**src/rtl/matrix_pkg.sv**
```systemverilog
// Shared constants and types for the matrix multiplier APB front-end.
package matrix_pkg;

  localparam int LOC_ADDR_WIDTH = 9;

  localparam logic [4:0] OFF_CTRL  = 5'd0;
  localparam logic [4:0] OFF_MATA  = 5'd4;
  localparam logic [4:0] OFF_MATB  = 5'd8;
  localparam logic [4:0] OFF_FLAGS = 5'd12;
  localparam logic [4:0] OFF_SP0   = 5'd16;
  localparam logic [4:0] OFF_SP1   = 5'd20;
  localparam logic [4:0] OFF_SP2   = 5'd24;
  localparam logic [4:0] OFF_SP3   = 5'd28;

  typedef enum logic [1:0] {
    ST_IDLE   = 2'd0,
    ST_ACCESS = 2'd1,
    ST_WAIT   = 2'd2
  } apb_state_e;

endpackage

```
**src/rtl/matrix_addr_decode.sv**
```systemverilog
// Combinational legality check of an APB access to the matrix register file.
module matrix_addr_decode
  import matrix_pkg::*;
#(
  parameter int ADDR_WIDTH  = 16,
  parameter int SP_NTARGETS = 4
) (
  input  logic [ADDR_WIDTH-1:0] i_addr,
  input  logic                  i_write,
  output logic                  o_err
);

  logic [4:0] w_off;
  logic       w_misaligned;
  logic       w_out_of_range;
  logic       w_sp_missing;
  logic       w_ro_write;

  assign w_off          = i_addr[4:0];
  assign w_misaligned   = (i_addr[1:0] != 2'b00);
  assign w_out_of_range = (i_addr[ADDR_WIDTH-1:LOC_ADDR_WIDTH] != '0);
  // Flags and all scratchpads are read-only from the bus.
  assign w_ro_write     = i_write && (w_off >= OFF_FLAGS) && (w_off <= OFF_SP3);

  // Flag scratchpad offsets that are not built in this configuration.
  always_comb begin
    w_sp_missing = 1'b0;
    if ((w_off == OFF_SP1) && (SP_NTARGETS < 32'sd2)) begin
      w_sp_missing = 1'b1;
    end else if (((w_off == OFF_SP2) || (w_off == OFF_SP3)) && (SP_NTARGETS < 32'sd4)) begin
      w_sp_missing = 1'b1;
    end else begin
      w_sp_missing = 1'b0;
    end
  end

  assign o_err = w_misaligned | w_out_of_range | w_sp_missing | w_ro_write;

endmodule

```
**src/rtl/matrix_apb_slave.sv**
```systemverilog
// APB3 slave turning bus transfers into single-cycle register-file accesses,
// stalling writes while the multiplier is busy (bounded by WAIT_MAX).
module matrix_apb_slave
  import matrix_pkg::*;
#(
  parameter int  BUS_WIDTH   = 32,
  parameter int  DATA_WIDTH  = 8,
  parameter int  ADDR_WIDTH  = 16,
  parameter int  SP_NTARGETS = 4,
  parameter int  WAIT_MAX    = 15,
  localparam int MAX_DIM     = BUS_WIDTH / DATA_WIDTH
) (
  input  logic                      clk_i,
  input  logic                      rst_ni,
  input  logic                      psel_i,
  input  logic                      penable_i,
  input  logic                      pwrite_i,
  input  logic [ADDR_WIDTH-1:0]     paddr_i,
  input  logic [BUS_WIDTH-1:0]      pwdata_i,
  input  logic [MAX_DIM-1:0]        pstrb_i,
  output logic [BUS_WIDTH-1:0]      prdata_o,
  output logic                      pready_o,
  output logic                      pslverr_o,
  input  logic                      busy_i,
  output logic                      rf_we_o,
  output logic [LOC_ADDR_WIDTH-1:0] rf_addr_o,
  output logic [BUS_WIDTH-1:0]      rf_wdata_o,
  output logic [MAX_DIM-1:0]        rf_strb_o,
  input  logic [BUS_WIDTH-1:0]      rf_rdata_i
);

  localparam int CNT_W = $clog2(WAIT_MAX + 1);

  apb_state_e                r_state;
  logic [LOC_ADDR_WIDTH-1:0] r_addr;
  logic                      r_write;
  logic [BUS_WIDTH-1:0]      r_wdata;
  logic [MAX_DIM-1:0]        r_strb;
  logic                      r_err;
  logic [CNT_W-1:0]          r_cnt;

  logic             w_setup;
  logic             w_xfer;
  logic             w_dec_err;
  logic             w_timeout;
  logic [CNT_W-1:0] w_cnt_inc;

  matrix_addr_decode #(
    .ADDR_WIDTH  (ADDR_WIDTH),
    .SP_NTARGETS (SP_NTARGETS)
  ) u_addr_decode (
    .i_addr  (paddr_i),
    .i_write (pwrite_i),
    .o_err   (w_dec_err)
  );

  assign w_setup   = psel_i & ~penable_i;
  assign w_xfer    = psel_i & penable_i;
  assign w_cnt_inc = r_cnt + CNT_W'(1);
  // busy_i low takes precedence over the timeout, so a write in the last cycle still lands.
  assign w_timeout = busy_i && (w_cnt_inc == CNT_W'(WAIT_MAX));

  // Transfer FSM and request latches.
  always_ff @(posedge clk_i or negedge rst_ni) begin
    if (!rst_ni) begin
      r_state <= ST_IDLE;
      r_addr  <= '0;
      r_write <= 1'b0;
      r_wdata <= '0;
      r_strb  <= '0;
      r_err   <= 1'b0;
      r_cnt   <= '0;
    end else begin
      case (r_state)
        ST_IDLE: begin
          if (w_setup) begin
            r_addr  <= paddr_i[LOC_ADDR_WIDTH-1:0];
            r_write <= pwrite_i;
            r_wdata <= pwdata_i;
            r_strb  <= pstrb_i;
            r_err   <= w_dec_err;
            r_state <= ST_ACCESS;
          end
        end
        ST_ACCESS: begin
          if (w_xfer && !r_err && r_write && busy_i) begin
            r_cnt   <= '0;
            r_state <= ST_WAIT;
          end else begin
            r_state <= ST_IDLE;
          end
        end
        ST_WAIT: begin
          if (!w_xfer || !busy_i || w_timeout) begin
            r_state <= ST_IDLE;
          end else begin
            r_cnt <= w_cnt_inc;
          end
        end
        default: r_state <= ST_IDLE;
      endcase
    end
  end

  // Bus response and register-file strobe decode.
  always_comb begin
    pready_o  = 1'b0;
    pslverr_o = 1'b0;
    rf_we_o   = 1'b0;
    prdata_o  = '0;
    case (r_state)
      ST_ACCESS: begin
        if (!w_xfer) begin
          pready_o = 1'b0;
        end else if (r_err) begin
          pready_o  = 1'b1;
          pslverr_o = 1'b1;
        end else if (r_write && busy_i) begin
          pready_o = 1'b0;
        end else begin
          pready_o = 1'b1;
          rf_we_o  = r_write;
          prdata_o = r_write ? '0 : rf_rdata_i;
        end
      end
      ST_WAIT: begin
        if (!w_xfer) begin
          pready_o = 1'b0;
        end else if (!busy_i) begin
          pready_o = 1'b1;
          rf_we_o  = 1'b1;
        end else if (w_timeout) begin
          pready_o  = 1'b1;
          pslverr_o = 1'b1;
        end else begin
          pready_o = 1'b0;
        end
      end
      default: pready_o = 1'b0;
    endcase
  end

  assign rf_addr_o  = r_addr;
  assign rf_wdata_o = r_wdata;
  assign rf_strb_o  = r_strb;

endmodule

```
**config.mk**
```make
export PLATFORM = sky130hd
export DESIGN_NAME = matrix_apb_slave
export DESIGN_NICKNAME = d
export VERILOG_FILES = /design/src/rtl/matrix_pkg.sv /design/src/rtl/matrix_addr_decode.sv /design/src/rtl/matrix_apb_slave.sv
export SDC_FILE = /design/constraint.sdc
export NUM_CORES = 1
export LEC_CHECK = 0
export BUFFER_PORTS_ARGS = -buffer_cell sky130_fd_sc_hd__buf_2
export CORE_UTILIZATION = 30
export CTS_CLUSTER_DIAMETER = 60
export DETAILED_ROUTE_END_ITERATION = 8
export PLACE_DENSITY = 0.63
export SYNTH_ARGS = -nofsm -noshare
export SYNTH_HDL_FRONTEND = slang
export SYNTH_HIERARCHICAL = 1
export SYNTH_SLANG_ARGS = --single-unit
```
**constraint.sdc**
```tcl
create_clock -name clk_i -period 4.4 [get_ports clk_i]
set_clock_uncertainty 0.15 [all_clocks]
set_input_delay 0.44 -clock clk_i [delete_from_list [all_inputs] [get_ports clk_i]]
set_output_delay 0.44 -clock clk_i [all_outputs]
set_load 0.03 [all_outputs]
```
==> flow_summary.toml <==
[status]
status = "completed"

[clocking]
clk_pin_slew_ps = 100
cts_setup_buffers = 0
ctsResizeCount = 0
root_buffer = "clkbuf_8"
cts_tree = "built"
cts_buffers = 5
clk_latency_ps = 300
cts_buffer_depth = 2
h-tree-depth = 2
postCtsHoldBufs = 0
clock_sinks = 53

[placement]
placed_area_um2 = 3530
dp_hpwl_um = 4850
gp_congestion = 0.816
port_buffers = 169

[routing]
drtPass1Iterations = 4
wl_um = 6120
ant_nets = 0
wl_per_cell_um = 12.9
first_iter_violations = 31
drc = 0
vias = 2148
via_per_inst = 4.54

[setup_path]
cp.required_ps = 3810
r2r-end = "rf_wdata_o[21]"
cp-end-kind = "output pin"
rr_startpoint = "r_state[0]"
arrival_ps = 2440
ff2ff_path_depth = 5
startpoint_type = "register"
worstPathMaxFanout = 32
r2r_setup_slack_ps = 1940
path_class = "register to output pin"

[sta]
final-hold-violation-count = 0
rsz0062_at_grt = "no"
tightest_slew_ps = 1150
setup_violations = 0
setup_tns_ps = 0
min_period_over_period_pct = 68.9
slew_violations = 0
whs_ps = 96.6
max_freq_mhz = 330
slew_headroom_pct = 22.7
fin_crit_ps = 3030

[floorplan]
core_um2 = 8260
io_pins = 170
die_area_um2 = 8990
die_x_um = 94.8
die_h_um = 94.8
rows = 33
start_util_pct = 31.3

[global_route]
grtUsageTotal_pct = 13.7
grt_pass1_vias = 2120
grt_max_degree = 54
antenna_found_initial = 0
grt_pass1_wl_um = 9470
grt_overflow = 0

[worst_hold_path]
hold_path_class = "input pin to async pin"

[cells_and_area]
nets = 463
final_cell_area_um2 = 3640
drive_above_1_share_pct = 62.2
n_antenna_cell = 0
syn2layout_area_growth_pct = 40.8

[power]
total_power_mw = 2.16
p_leak_nw = 1.93
peakVddDrop_v = 0.000309
power_density_nw_per_um2 = 594

[yosys]
synthesis.nets = 293
syn_area_per_cell_um2 = 13.1
netlist.top_cell.by_area = "dfrtp_1"
ys_seq_area_share_pct = 51.3
syn_area_um2 = 2580
synth_top_cell_area_share_pct = 51.3
yosys_warnings = 6
ys_ff_latch = 53
yosys-top-cells-area = "dfrtp_1 (51%), mux2_2 (13%), and2_1 (8.0%), mux2_4 (5.8%), mux2_1 (3.9%)"
syn_inst = 198
yosysUniqueCellTypes = 37

[run]
maxCapViolations = 0
==> cells in the mapped netlist, drive strengths merged <==
library cell,n
o211ai,3
o31ai,1
o21a,1
xnor2,2
inv,5
ha,5
nand2,6
a2bb2oi,1
or3,1
and2,33
a22o,1
a21oi,5
buf,5
nor3,4
and3,1
nand3b,2
nand3,5
and4b,1
o2111ai,2
clkbuf,3
dfrtp,53
and2b,2
nor4,1
o21ai,2
nor2,3
o41ai,1
a41o,1
mux2,48
==> layout make-up <==
| type | instances | area (um^2) |
|---|---|---|
| clock buffer | 5 | 68.8 |
| multi-input combinational | 132 | 1180 |
| clock inverter | 2 | 35.0 |
| timing repair buffer | 171 | 873 |
| fill | 812 | 4620 |
| tap | 105 | 131 |
| sequential | 53 | 1330 |
| inverter | 5 | 18.8 |
==> placed cells by master, fill, tap and decap left out, types with 2 or more instances in the layout <==
cell type	instances
ha_1	5
mux2_1	9
xnor2_1	2
buf_2	169
a21oi_2	2
and2_1	33
o211ai_1	2
nand3_1	5
nor2_1	3
clkbuf_8	5
a21oi_1	2
dfrtp_1	53
mux2_2	29
inv_1	5
nand3b_1	2
o2111ai_1	2
nand2_1	6
mux2_4	10
nor3_1	3
o21ai_0	2
==> metrics by stage <==
stage	setup WS, ps	cells	util (%)
3_3_place_gp	1800	466	42.8
6_report	1370	473	44.1
2_1_floorplan	1920	198	-
4_1_cts	1300	473	44.1
3_5_place_dp	1640	466	42.8
5_1_grt	1010	473	44.1
==> sequential cells by signal, indices dropped and copies added (netlist names) <==
register / count
rf_strb_o: 4
r_state: 2
rf_addr_o: 9
r_err: 1
r_cnt: 4
r_write: 1
rf_wdata_o: 32
==> report_power, final <==
part	internal, mW	switching (mW)	total (mW)	leakage, nW
clock	0.166	0.156	0.322	0.0540
combinational	0.383	0.644	1.03	1.25
sequential	0.703	0.110	0.813	0.629
==> kinds of logic (layout without fill, tap and decap cells) <==
kind of cell	count (synthesis)	in the layout	share of synthesized area [%]
mux	48	48	22.4
buf+inv	13	183	2.86
simple gates	59	59	14.2
compound gates	18	18	6.15
flops	53	53	51.3
xor+xnor	2	2	0.678
fa+ha+maj	5	5	2.42
==> worst max-delay path by stage <==
stage	startpoint	end	slack, ps	cells after the start
after floorplan	r_cnt[0]	pready_o	1920	5
after global placement	r_state[1]	prdata_o[19]	1800	6
after detailed placement	r_state[1]	prdata_o[27]	1640	6
after CTS	r_state[1]	prdata_o[27]	1300	6
after global routing	r_state[1]	prdata_o[19]	1010	6
final	r_state[1]	prdata_o[6]	1370	6
==> critical path, stage by stage (launching register included) <==
cell and delay [ps]:
dfrtp_1 410, inv_1 90, ha_1 170, nand3_1 140
nor3_2 900, and2_1 240, buf_2 200
==> metal layers <==
metal	GRT usage (%)	up-vias	share of wire (%)
met5	0	-	0
met4	3.91	0	1.2
met3	3.30	8	8.1
met2	25.8	122	51
met1	15.1	992	40
li1	-	1026	-
Power figures use the tool's default switching activity.
